**config.mk**
```make
export PLATFORM = sky130hd
export DESIGN_NAME = pos_check_arbiter
export DESIGN_NICKNAME = d
export VERILOG_FILES = /design/src/rtl/pos_check_arbiter.sv
export SDC_FILE = /design/constraint.sdc
export NUM_CORES = 1
export LEC_CHECK = 0
export CORE_UTILIZATION = 50
export DETAILED_ROUTE_END_ITERATION = 7
export PLACE_DENSITY = 0.78
export SLEW_MARGIN = 20
export SYNTH_ARGS = -nofsm -noshare
export SYNTH_HDL_FRONTEND = slang
export SYNTH_SLANG_ARGS = --single-unit
```
**constraint.sdc**
```tcl
create_clock -name clk -period 3.4 [get_ports clk]
set_input_delay 0.68 -clock clk [delete_from_list [all_inputs] [get_ports clk]]
set_output_delay 0.68 -clock clk [all_outputs]
set_load 0.01 [all_outputs]
```
**src/rtl/pos_check_arbiter.sv**
```systemverilog
// Two-player sprite position checker sharing one map lookup port.
// Define FIXED_PRIORITY_EN to always favour player 0 on ties.
module pos_check_arbiter #(
  parameter int OBJ_W      = 32,
  parameter int OBJ_H      = 32,
  parameter int LOOKUP_LAT = 2
) (
  input  logic               clk,
  input  logic               reset,
  input  logic [1:0]         req,
  input  logic signed [10:0] req_x0,
  input  logic signed [10:0] req_y0,
  input  logic signed [10:0] req_x1,
  input  logic signed [10:0] req_y1,
  output logic [1:0]         done,
  output logic [1:0]         valid_pos,
  output logic               busy,
  output logic               map_rd,
  output logic signed [10:0] map_x,
  output logic signed [10:0] map_y,
  input  logic               map_free
);

  typedef enum logic [1:0] {
    IDLE,
    ISSUE,
    WAIT,
    DONE
  } state_t;

  localparam logic signed [10:0] DX = 11'(OBJ_W - 1);
  localparam logic signed [10:0] DY = 11'(OBJ_H - 1);
  localparam logic [3:0]         LAT = 4'(LOOKUP_LAT);

  state_t             state_q, state_d;
  logic [1:0]         pend_q, pend_d;
  logic signed [10:0] px0_q, py0_q, px1_q, py1_q;
  logic signed [10:0] wx_q, wx_d, wy_q, wy_d;
  logic               gnt_q, gnt_d;
  logic               last_q, last_d;
  logic [1:0]         corner_q, corner_d;
  logic [3:0]         cnt_q, cnt_d;
  logic [1:0]         vpos_q, vpos_d;

  logic               grant;
  logic               pick;
  logic               last_eff;
  logic [1:0]         clr;

  // DONE already counts as the new last grant when it arbitrates
  assign last_eff = (state_q == DONE) ? gnt_q : last_q;

  always_comb begin
    pick = 1'b0;
    if (pend_q == 2'b11) begin
`ifdef FIXED_PRIORITY_EN
      pick = 1'b0;
`else
      pick = ~last_eff;
`endif
    end else begin
      pick = pend_q[1];
    end
  end

  always_comb begin
    state_d  = state_q;
    wx_d     = wx_q;
    wy_d     = wy_q;
    gnt_d    = gnt_q;
    last_d   = last_q;
    corner_d = corner_q;
    cnt_d    = cnt_q;
    vpos_d   = vpos_q;
    grant    = 1'b0;
    unique case (state_q)
      IDLE: begin
        grant = |pend_q;
      end
      ISSUE: begin
        cnt_d   = LAT;
        state_d = WAIT;
      end
      WAIT: begin
        cnt_d = cnt_q - 4'd1;
        if (cnt_q == 4'd1) begin
          if (!map_free || corner_q == 2'd3) begin
            vpos_d[gnt_q] = map_free;
            state_d       = DONE;
          end else begin
            corner_d = corner_q + 2'd1;
            state_d  = ISSUE;
          end
        end
      end
      DONE: begin
        last_d  = gnt_q;
        state_d = IDLE;
        // back-to-back service skips the idle cycle
        grant   = |pend_q;
      end
      default: state_d = IDLE;
    endcase
    if (grant) begin
      gnt_d    = pick;
      wx_d     = pick ? px1_q : px0_q;
      wy_d     = pick ? py1_q : py0_q;
      corner_d = 2'd0;
      state_d  = ISSUE;
    end
  end

  assign clr    = grant ? (pick ? 2'b10 : 2'b01) : 2'b00;
  assign pend_d = (pend_q & ~clr) | req;

  always_ff @(posedge clk or posedge reset) begin
    if (reset) begin
      state_q  <= IDLE;
      pend_q   <= 2'b00;
      px0_q    <= '0;
      py0_q    <= '0;
      px1_q    <= '0;
      py1_q    <= '0;
      wx_q     <= '0;
      wy_q     <= '0;
      gnt_q    <= 1'b0;
      last_q   <= 1'b1;
      corner_q <= 2'd0;
      cnt_q    <= 4'd0;
      vpos_q   <= 2'b00;
    end else begin
      state_q  <= state_d;
      pend_q   <= pend_d;
      wx_q     <= wx_d;
      wy_q     <= wy_d;
      gnt_q    <= gnt_d;
      last_q   <= last_d;
      corner_q <= corner_d;
      cnt_q    <= cnt_d;
      vpos_q   <= vpos_d;
      if (req[0]) begin
        px0_q <= req_x0;
        py0_q <= req_y0;
      end
      if (req[1]) begin
        px1_q <= req_x1;
        py1_q <= req_y1;
      end
    end
  end

  assign map_x     = corner_q[0] ? wx_q + DX : wx_q;
  assign map_y     = corner_q[1] ? wy_q + DY : wy_q;
  assign map_rd    = (state_q == ISSUE);
  assign busy      = (state_q != IDLE);
  assign valid_pos = vpos_q;
  assign done      = (state_q == DONE) ? (gnt_q ? 2'b10 : 2'b01) : 2'b00;

endmodule
```
## Yosys cells after proc, flatten, opt, wreduce, memory -nomap -nowiden

Cells that the tools add are included.

- Add/subtract/negate cells: 4
- Bitwise operators: 4
- Reduce and logical (&&, ||, !) cells: 14
- Multiplexer cells: 23
- $lt $le $gt $ge: 2
- Equality and inequality tests: 8

Operators with widths:

| cell | count |
|---|---|
| 11-bit two-way mux | 4 |
| 11-bit by 6-bit adder with 11-bit output (second input constant) | 2 |
| 2-bit two-way mux | 11 |
| 2-bit equality test (second input constant) | 4 |
| 4-bit case mux with 2 select lines | 1 |
| 2-bit nonzero test | 4 |
| 2-bit case mux with 3 select lines | 1 |
| 3-bit AND reduction | 2 |
| 4-bit by 1-bit equality test with 1-bit output (second input constant) | 1 |
| 1-bit two-way mux | 4 |
| 4-bit nonzero test | 1 |
| 2-bit OR reduction | 2 |
| 4-bit by 1-bit subtractor with 4-bit output (second input constant) | 1 |
| 3-bit != test (second input constant) | 1 |
| 2-bit by 1-bit adder with 2-bit output (second input constant) | 1 |
| 2-bit bitwise AND | 1 |
| 2-bit bitwise mux | 1 |
| 2-bit by 1-bit equality test with 1-bit output (second input constant) | 1 |
| 2-bit logical NOT | 1 |
| 1-bit by 2-bit < comparator with 1-bit output (second input constant) | 1 |
| 2-bit != test (second input constant) | 1 |
| 2-bit NOT | 1 |
| 2-bit OR | 1 |
| 2-bit AND reduction | 1 |
| 6 further kinds | 6 |

- Logic and storage cells: 68
- Flip-flop bits (word level): 80
- Output and inout bits: 28
- Input bits: 49

## Depth between registers and ports, before layout

Gate-level depths: netlist of run 1.

- Depth in word-level cells: 9
- Depth in mapped cells: 6

## Worst setup path after synthesis of run 1

Ideal clock, no wire load.

- Path type: flip-flop to output port
- Start: register wx_q[0]
- End: output map_x[10]
- Stages on the path, launching flop included: 6
- Path slack: 1193 ps
- Buffers on the path: 0
- Arrival: 1527 ps
- Cells stage by stage: dfrtp_1 > inv_1 > ha_1 > or4b_2 > nand4_1 > xnor2_1

- Longest elaborated chain between the ends: 2

Ends and longest elaborated chain:

| what | line | text |
|---|---|---|
| from (decl) | 38 | `logic signed [10:0] wx_q, wx_d, wy_q, wy_d;` |
| from (signal assigned) | 134 | `wx_q <= wx_d;` |
| 11-bit by 6-bit adder with 11-bit output | 152 | `assign map_x = corner_q[0] ? wx_q + DX : wx_q;` |
| 11-bit two-way mux | 152 |  |
| to (decl) | 19 | `output logic signed [10:0] map_x,` |

No other way between the ends.

## Worst setup path in the final report of run 1

Same ends and word-level chain as after synthesis.

==> reports/results.tsv, run 1 <==
metric	value	unit
outcome	finished, final reports clean	
path_buf_inv	2	
maxSlewViolCount	0	
syn_nets	360	
grt_pass1_wl	13350	microns
cts_hold_buf	0	
critical_path_required	2.72	ns
ctsResizeCount	0	
initial_core_util	52.04	%
multi_input_area	1695	sq um
m1WireLength	3698	microns
cts-root-buf	clkbuf_8	
met3_length	263	microns
antenna_cells	0	
globalplace.congestion	0.8528	
crit_path_start_kind	flip-flop	
clk_latency	0.35	ns
synth.top_cells.by_area	dfrtp_1 52%, mux2_2 13%, a221o_2 5.6%	
rrSetupSlack	1.16	ns
p_leak	2.056	nW
rsz0062_at_grt	no	
highest_layer	met4	
firstDrtPassIters	6	
ys_async_sr_fraction	100.0	%
drt-vias-per-instance	5.457	
vias	2641	
io-pin-count	77	
num_rows	31	
antenna_found_initial	0	
first_global_vias	2698	
cts_sinks	80	
stdcell_area	4906	sq um
cts_tree	built	
wl_per_cell	16.63	microns
skew	0.008132	ns
ys.flop_type	dfrtp_1	
hold_class	reg -> reg	
dp_hpwl	5605	microns
yosys_warnings	0	
slowest_delay	0.65	ns
slew_headroom	52.83	%
setup_tns	0	ns
setup_viol	0	
crit_chain	inv_1 -> ha_1 -> or4b_2 -> nand4_1 -> xnor2_1 -> clkdlybuf4s50_1	
grt_usage	22.85	%
drt_iter0_drc	148	
dieArea	7983	sq um
n_fill_cell	543	
die_w	89.35	microns
yosysMostFrequentCell	dfrtp_1	
crit_arrival	2.60	ns
ys_seq_elements	80	
portBuffers	76	
fmax	305.1	MHz
synth_top_area_share	51.82	%
pre_cts_ws	0.5118	ns
synth-edff-count	0	
drcViolationCount	0	
syn_area	3815	sq um
ant_nets	0	
fin_crit_sh	96.41	%
seq_area	2003	sq um
final_nets	439	
numCtsBuffers	9	
ys_seq_area_share	52.51	%
htreeDepth	3	
clk_pin_slew	0.07	ns
postCtsSetupRepairBufs	0	
crit_family	simple AND/OR/NAND/NOR gates	
grt_overflow	0	
grt_max_degree	44	
yosys.area.top_type	dfrtp_1	
p_per_area	802.3	nW/um^2
cts_buffer_depth	2	
placed_cell_area	4695	sq um
ys_types	46	
fin_util	66.92	%
setup_ws	0.1222	ns
hold_ws	0.5086	ns
die_h	89.35	microns
ys_top_cells_by_count	79 x dfrtp_1, 44 x mux2_2, 23 x and2_1	
cp_slowest_cell	or4b_2	
endpoint_kind	primary output	
rr_worst_depth	6	
hold_viol_final	0	
criticalPathCategory	reg -> out	
fp.coreArea	7331	sq um
drive_above_1_share	23.90	%
maxCapViolCount	0	
wl_met2	3937	microns
cp.depth	6	
worstPathMaxFanout	7	
synthCells	301	
syn_area_per_cell	12.67	sq um
wl	8048	microns
post-route-min-period	3.278	ns
tightestPinTransition	0.7060	ns
hold_path_depth	1	
synthToLayoutAreaGrowth	28.60	%
ir_drop	0.3872	mV
==> routing by layer <==
layer	global-route usage [%]	vias up
met2	36.22	57
met5	0	-
li1	-	1252
met1	30.46	1318
met3	6.279	14
met4	7.792	0
==> registers in the layout, summed over array words and instances (netlist names) <==
name,count
px0_q,11
corner_q,2
last_q,1
py1_q,11
pend_q,2
wx_q,11
valid_pos,2
state_q,2
gnt_q,1
cnt_q,4
wy_q,11
py0_q,11
px1_q,11
==> logic make-up after synthesis <==
family	synth area share (%)
muxes	13.87
AOI/OAI and AO/OA	12.40
adders and majority gates	3.280
xor gates and xnor gates	4.592
and+or+nand+nor	10.00
buffers and inverters	3.345
DFF	52.51
==> worst reg2reg max path, stage by stage, from the launching register on <==
cell and delay (ns):
dfrtp_1 0.42, ha_1 0.29, mux2i_2 0.38, inv_2 0.10
a211oi_4 0.46, buf_4 0.33, a221o_1 0.20
==> power breakdown <==
part           switching (mW)  internal (mW)  leakage [nW]
sequential              0.250           1.20         0.948
combinational           0.798          0.941         0.998
clock                   0.336          0.411         0.110
==> layout by cell type (no fill, tap or decap), types with 4 or more instances in the layout <==
master	n
clkbuf_8	9
clkdlybuf4s50_1	76
clkinv_2	4
inv_1	14
xnor2_1	13
nor2_1	7
o21ai_0	5
o31ai_1	4
a21oi_1	5
buf_4	4
and2_1	23
nand2_1	4
mux2_2	44
xor2_1	7
a221o_2	19
ha_1	10
dfrtp_1	79
==> area by class of cell <==
cell class	instances	share of cell area [%]
tap	99	2.525
clock inverter	6	1.709
multi-input combinational	192	34.56
inverter	16	1.250
clock buffer	10	2.601
timing repair buffer	81	16.53
sequential	80	40.83
==> path summary, 6_finish.rpt <==
kind,endpoint,from
worst max-delay path,map_x[10],wx_q[0]
worst min-delay path,wx_q[1],px0_q[1]
worst max register to register,wy_q[3],state_q[1]
worst min register to register,wx_q[1],px0_q[1]
max in group asynchronous,last_q,reset
min in group asynchronous,px0_q[2],reset
==> metrics by stage <==
step           total power, mW  instances
2_1_floorplan            2.559        301
3_3_place_gp             3.142        468
3_5_place_dp             3.209        468
4_1_cts                  3.960        484
5_1_grt                  4.190        484
6_report                 3.936        484
Power figures use the tool's default switching activity.
==> run 2, diff against run 1 <==
--- a/config.mk
+++ b/config.mk
@@ -5,10 +5,9 @@
 export SDC_FILE = /design/constraint.sdc
 export NUM_CORES = 1
 export LEC_CHECK = 0
-export CORE_UTILIZATION = 50
+export CORE_UTILIZATION = 55
 export DETAILED_ROUTE_END_ITERATION = 7
-export PLACE_DENSITY = 0.78
-export SLEW_MARGIN = 20
+export PLACE_DENSITY = 0.85
 export SYNTH_ARGS = -nofsm -noshare
 export SYNTH_HDL_FRONTEND = slang
 export SYNTH_SLANG_ARGS = --single-unit
==> constraint.sdc (replaced) <==
create_clock -name clk -period 4.1 [get_ports clk]
set_input_delay 0.82 -clock clk [delete_from_list [all_inputs] [get_ports clk]]
set_output_delay 0.82 -clock clk [all_outputs]
set_load 0.01 [all_outputs]
==> run 2 against run 1 <==
Non-clock buffer count down 2. Register-to-register slack better by 0.41 ns. Total power down 19%.
==> reports/results.tsv, run 2 (synthesized netlist as in run 1, its figures left out) <==
metric	value	unit
outcome	finished, final reports clean	
post-route-min-period	3.368	ns
firstDrtPassIters	4	
numCtsBuffers	9	
io-pin-count	77	
crit_path_start_kind	flip-flop	
rsz0062_at_grt	no	
ctsResizeCount	0	
dieArea	7274	sq um
use_met2	39.66	%
antenna_cells	0	
p_leak	2.016	nW
hold_viol_final	0	
grt_max_degree	66	
criticalPathCategory	reg -> out	
slew_headroom	17.14	%
use_met3	4.280	%
cts_buffer_depth	2	
dp_hpwl	5334	microns
first_global_vias	2770	
grt_usage	24.37	%
p_per_area	659.3	nW/um^2
pre_cts_ws	1.096	ns
die_w	85.29	microns
setup_viol	0	
setup_ws	0.7319	ns
worstPathMaxFanout	7	
globalplace.congestion	0.7853	
drive_above_1_share	23.24	%
clk_latency	0.34	ns
postCtsSetupRepairBufs	0	
initial_core_util	58.41	%
rrSetupSlack	1.57	ns
fin_crit_sh	82.15	%
synthToLayoutAreaGrowth	26.37	%
fmax	296.9	MHz
cts_sinks	80	
vias	2654	
grt_pass1_wl	13460	microns
ir_drop	0.3323	mV
n_fill_cell	482	
num_rows	29	
maxCapViolCount	0	
skew	0.01012	ns
clk_pin_slew	0.08	ns
hold_class	reg -> reg	
setup_tns	0	ns
htreeDepth	3	
grt_util_met1	32.36	%
cts-root-buf	clkbuf_8	
tightestPinTransition	1.239	ns
busiest_layer	met2	
mostFrequentLayoutCell	dfrtp_1	
antenna_found_initial	0	
cts_tree	built	
wl_per_cell	17.30	microns
cts_hold_buf	0	
hold_ws	0.5076	ns
drt_iter0_drc	127	
wl	7960	microns
portBuffers	76	
fp.coreArea	6531	sq um
layout_common_cells	79 x dfrtp_1, 76 x clkdlybuf4s50_1, 44 x mux2_2	
drcViolationCount	0	
maxSlewViolCount	0	
critical_path_required	3.28	ns
drt-vias-per-instance	5.770	
ant_nets	0	
endpoint_kind	primary output	
grt_overflow	0	
die_h	85.29	microns
final_nets	437	
crit_arrival	2.55	ns
==> run 2: worst paths after layout <==
kind	start	endpoint	cells after the start
hold / removal	px1_q[5]	wx_q[5]	1
hold reg to reg	px1_q[5]	wx_q[5]	1
setup / recovery	wx_q[0]	map_x[10]	6
max in group asynchronous	reset	py0_q[10]	3
setup reg to reg	state_q[1]	wx_q[3]	5
min in group asynchronous	reset	corner_q[0]	2
==> run 2: report_power, final <==
part	switching [mW]	internal, mW
clock	0.273	0.281
sequential	0.207	0.996
combinational	0.654	0.768
total	1.13	2.04
==> run 2: routing by layer <==
layer | up-vias | routed length (microns)
li1 | 1244 | -
met1 | 1341 | 3575
met2 | 55 | 3948
met3 | 14 | 259
met4 | 0 | 176
met5 | - | 0
==> run 2: area by class of cell <==
class | count | area [sq um] | area share [%]
flip-flops and latches | 80 | 2003 | 41.55
clock buffers | 11 | 131.4 | 2.725
well taps | 77 | 96.34 | 1.998
inverters | 16 | 61.31 | 1.272
clock inverters | 5 | 57.56 | 1.194
repair buffers | 79 | 783.3 | 16.25
multi-input cells | 192 | 1688 | 35.01
==> run 2: through the flow <==
stage | area (sq um) | utilization, % | instances | power (mW)
finish | 4821 | 73.81 | 460 | 3.179
global route | 4821 | 73.81 | 460 | 3.372
CTS | 4821 | 73.81 | 460 | 3.194
detailed placement | 4632 | 70.92 | 444 | 2.628
global placement | 4632 | 70.92 | 444 | 2.579
floorplan | 3815 | - | 301 | 2.122
==> run 2: critical path, stage by stage, from the launching register on <==
cell             delay (ns)
dfrtp_1                0.45
inv_1                  0.09
ha_1                   0.16
or4b_2                 0.64
nand4_1                0.15
xnor2_1                0.14
clkdlybuf4s50_1        0.57
==> run 3, diff against run 2 <==
--- a/config.mk
+++ b/config.mk
@@ -5,9 +5,9 @@
 export SDC_FILE = /design/constraint.sdc
 export NUM_CORES = 1
 export LEC_CHECK = 0
-export CORE_UTILIZATION = 55
+export CORE_UTILIZATION = 51
 export DETAILED_ROUTE_END_ITERATION = 7
-export PLACE_DENSITY = 0.85
+export PLACE_DENSITY = 0.79
 export SYNTH_ARGS = -nofsm -noshare
 export SYNTH_HDL_FRONTEND = slang
 export SYNTH_SLANG_ARGS = --single-unit
==> constraint.sdc (replaced) <==
create_clock -name clk -period 3.1 [get_ports clk]
set_input_delay 0.62 -clock clk [delete_from_list [all_inputs] [get_ports clk]]
set_output_delay 0.62 -clock clk [all_outputs]
set_load 0.01 [all_outputs]
==> run 3 against run 2 <==
Total power increased by 36%. Cell area is 2.1% higher. Non-clock buffer count up 3. Die area is 7.7% higher. Sequential share of layout area down 0.81 points. Final cell count grew 5.4%. Combinational power increased by 34%. Critical path type unchanged. Critical endpoint is now map_x[9]. Highest routed layer unchanged.
==> reports/results.tsv, run 3 (synthesized netlist as in run 1, its figures left out) <==
metric	value	unit
rsz0062_at_grt	no	
htreeDepth	3	
maxCapViolCount	0	
skew	0.009944	ns
busiest_layer	met2	
grt_pass1_wl	13590	microns
firstDrtPassIters	4	
grt_usage	23.31	%
io-pin-count	77	
finalPower	4.331	mW
stdcell_area	4920	sq um
crit_chain	or3_1 -> o311ai_1 -> xnor2_1 -> clkdlybuf4s50_1	
crit_family	buffers and inverters	
fmax	337.0	MHz
dieArea	7830	sq um
antenna_cells	0	
portBuffers	76	
p_clk_share	19.4	%
switchingPower	1.511	mW
clk_pin_slew	0.08	ns
drt-vias-per-instance	5.548	
crit_arrival	2.35	ns
layout_common_cells	78 x dfrtp_1, 73 x clkdlybuf4s50_1, 44 x mux2_2	
wl	8102	microns
endpoint_kind	primary output	
drive_above_1_share	24.61	%
grt_overflow	0	
grt_util_met1	31.62	%
fin_util	67.83	%
dp_hpwl	5525	microns
antenna_found_initial	0	
outcome	finished, final reports clean	
cp_slowest_cell	clkdlybuf4s50_1	
cts_buffer_depth	2	
placed_cell_area	4695	sq um
worstPathMaxFanout	6	
cts_sinks	80	
fin_cells	485	
hold_class	reg -> reg	
p_per_area	880.4	nW/um^2
hold_ws	0.4996	ns
ir_drop	0.4185	mV
fp.coreArea	7253	sq um
vias	2691	
numCtsBuffers	9	
hold_viol_final	0	
use_met2	37.13	%
cts_hold_buf	0	
n_fill_cell	554	
clk_latency	0.34	ns
place_inst	469	
cts_tree	built	
first_global_vias	2729	
setup_tns	0	ns
p_comb_share	43.9	%
tightestPinTransition	0.6122	ns
globalplace.congestion	0.8578	
final_nets	440	
criticalPathCategory	reg -> out	
cts-root-buf	clkbuf_8	
p_int	2.820	mW
slew_headroom	59.11	%
drt_iter0_drc	114	
drcViolationCount	0	
slowest_delay	0.56	ns
power_frac_seq	36.7	%
initial_core_util	52.60	%
mostFrequentLayoutCell	dfrtp_1	
post-route-min-period	2.968	ns
pre_cts_ws	0.2798	ns
crit_path_start_kind	flip-flop	
swShare	34.89	%
synthToLayoutAreaGrowth	28.96	%
wl_per_cell	16.71	microns
fin_crit_sh	95.73	%
die_h	88.49	microns
use_met3	4.851	%
p_leak	2.063	nW
maxSlewViolCount	0	
setup_ws	0.1325	ns
path_buf_inv	1	
ant_nets	0	
critical_path_required	2.48	ns
grt_max_degree	48	
num_rows	31	
setup_viol	0	
die_w	88.49	microns
[run 3: layer usage]
metal / routed length (microns) / up-vias
met1: 3738 / 1354
met5: 0 / -
met2: 3914 / 72
li1: - / 1254
met3: 332 / 11
met4: 116 / 0
[run 3: final cells by class]
| cell class | count | area (sq um) | share of cell area [%] |
|---|---|---|---|
| repair buffers | 82 | 814.5 | 16.56 |
| multi-input cells | 192 | 1694 | 34.44 |
| well taps | 99 | 123.9 | 2.518 |
| flip-flops and latches | 80 | 2004 | 40.74 |
| inverters | 16 | 61.31 | 1.246 |
| clock inverters | 5 | 80.08 | 1.628 |
| clock buffers | 11 | 141.4 | 2.874 |
[run 3: what timing repair did]
item                                    CTS  global route
gates resized for setup                   4             1
endpoints found under the setup margin    3             1
buffers inserted                          0             0
[run 3: power groups by stage]
stage	registers [mW]	logic (mW)	clock network (mW)
6_report	1.59	1.90	0.839
5_1_grt	1.64	2.08	0.910
4_1_cts	1.59	1.91	0.851
3_5_place_dp	1.60	1.90	0
3_3_place_gp	1.58	1.88	0
2_1_floorplan	1.53	1.28	0
[run 3: worst paths after layout]
kind / end / cells past startpoint / start / slack [ns]
worst max-delay path: map_x[9] / 4 / wx_q[2] / 0.13
worst min-delay path: wy_q[7] / 1 / py1_q[7] / 0.50
worst max register to register: wy_q[0] / 6 / state_q[1] / 0.80
worst min register to register: wy_q[7] / 1 / py1_q[7] / 0.50
max in group asynchronous: last_q / 3 / reset / 1.75
min in group asynchronous: px0_q[4] / 2 / reset / 0.66
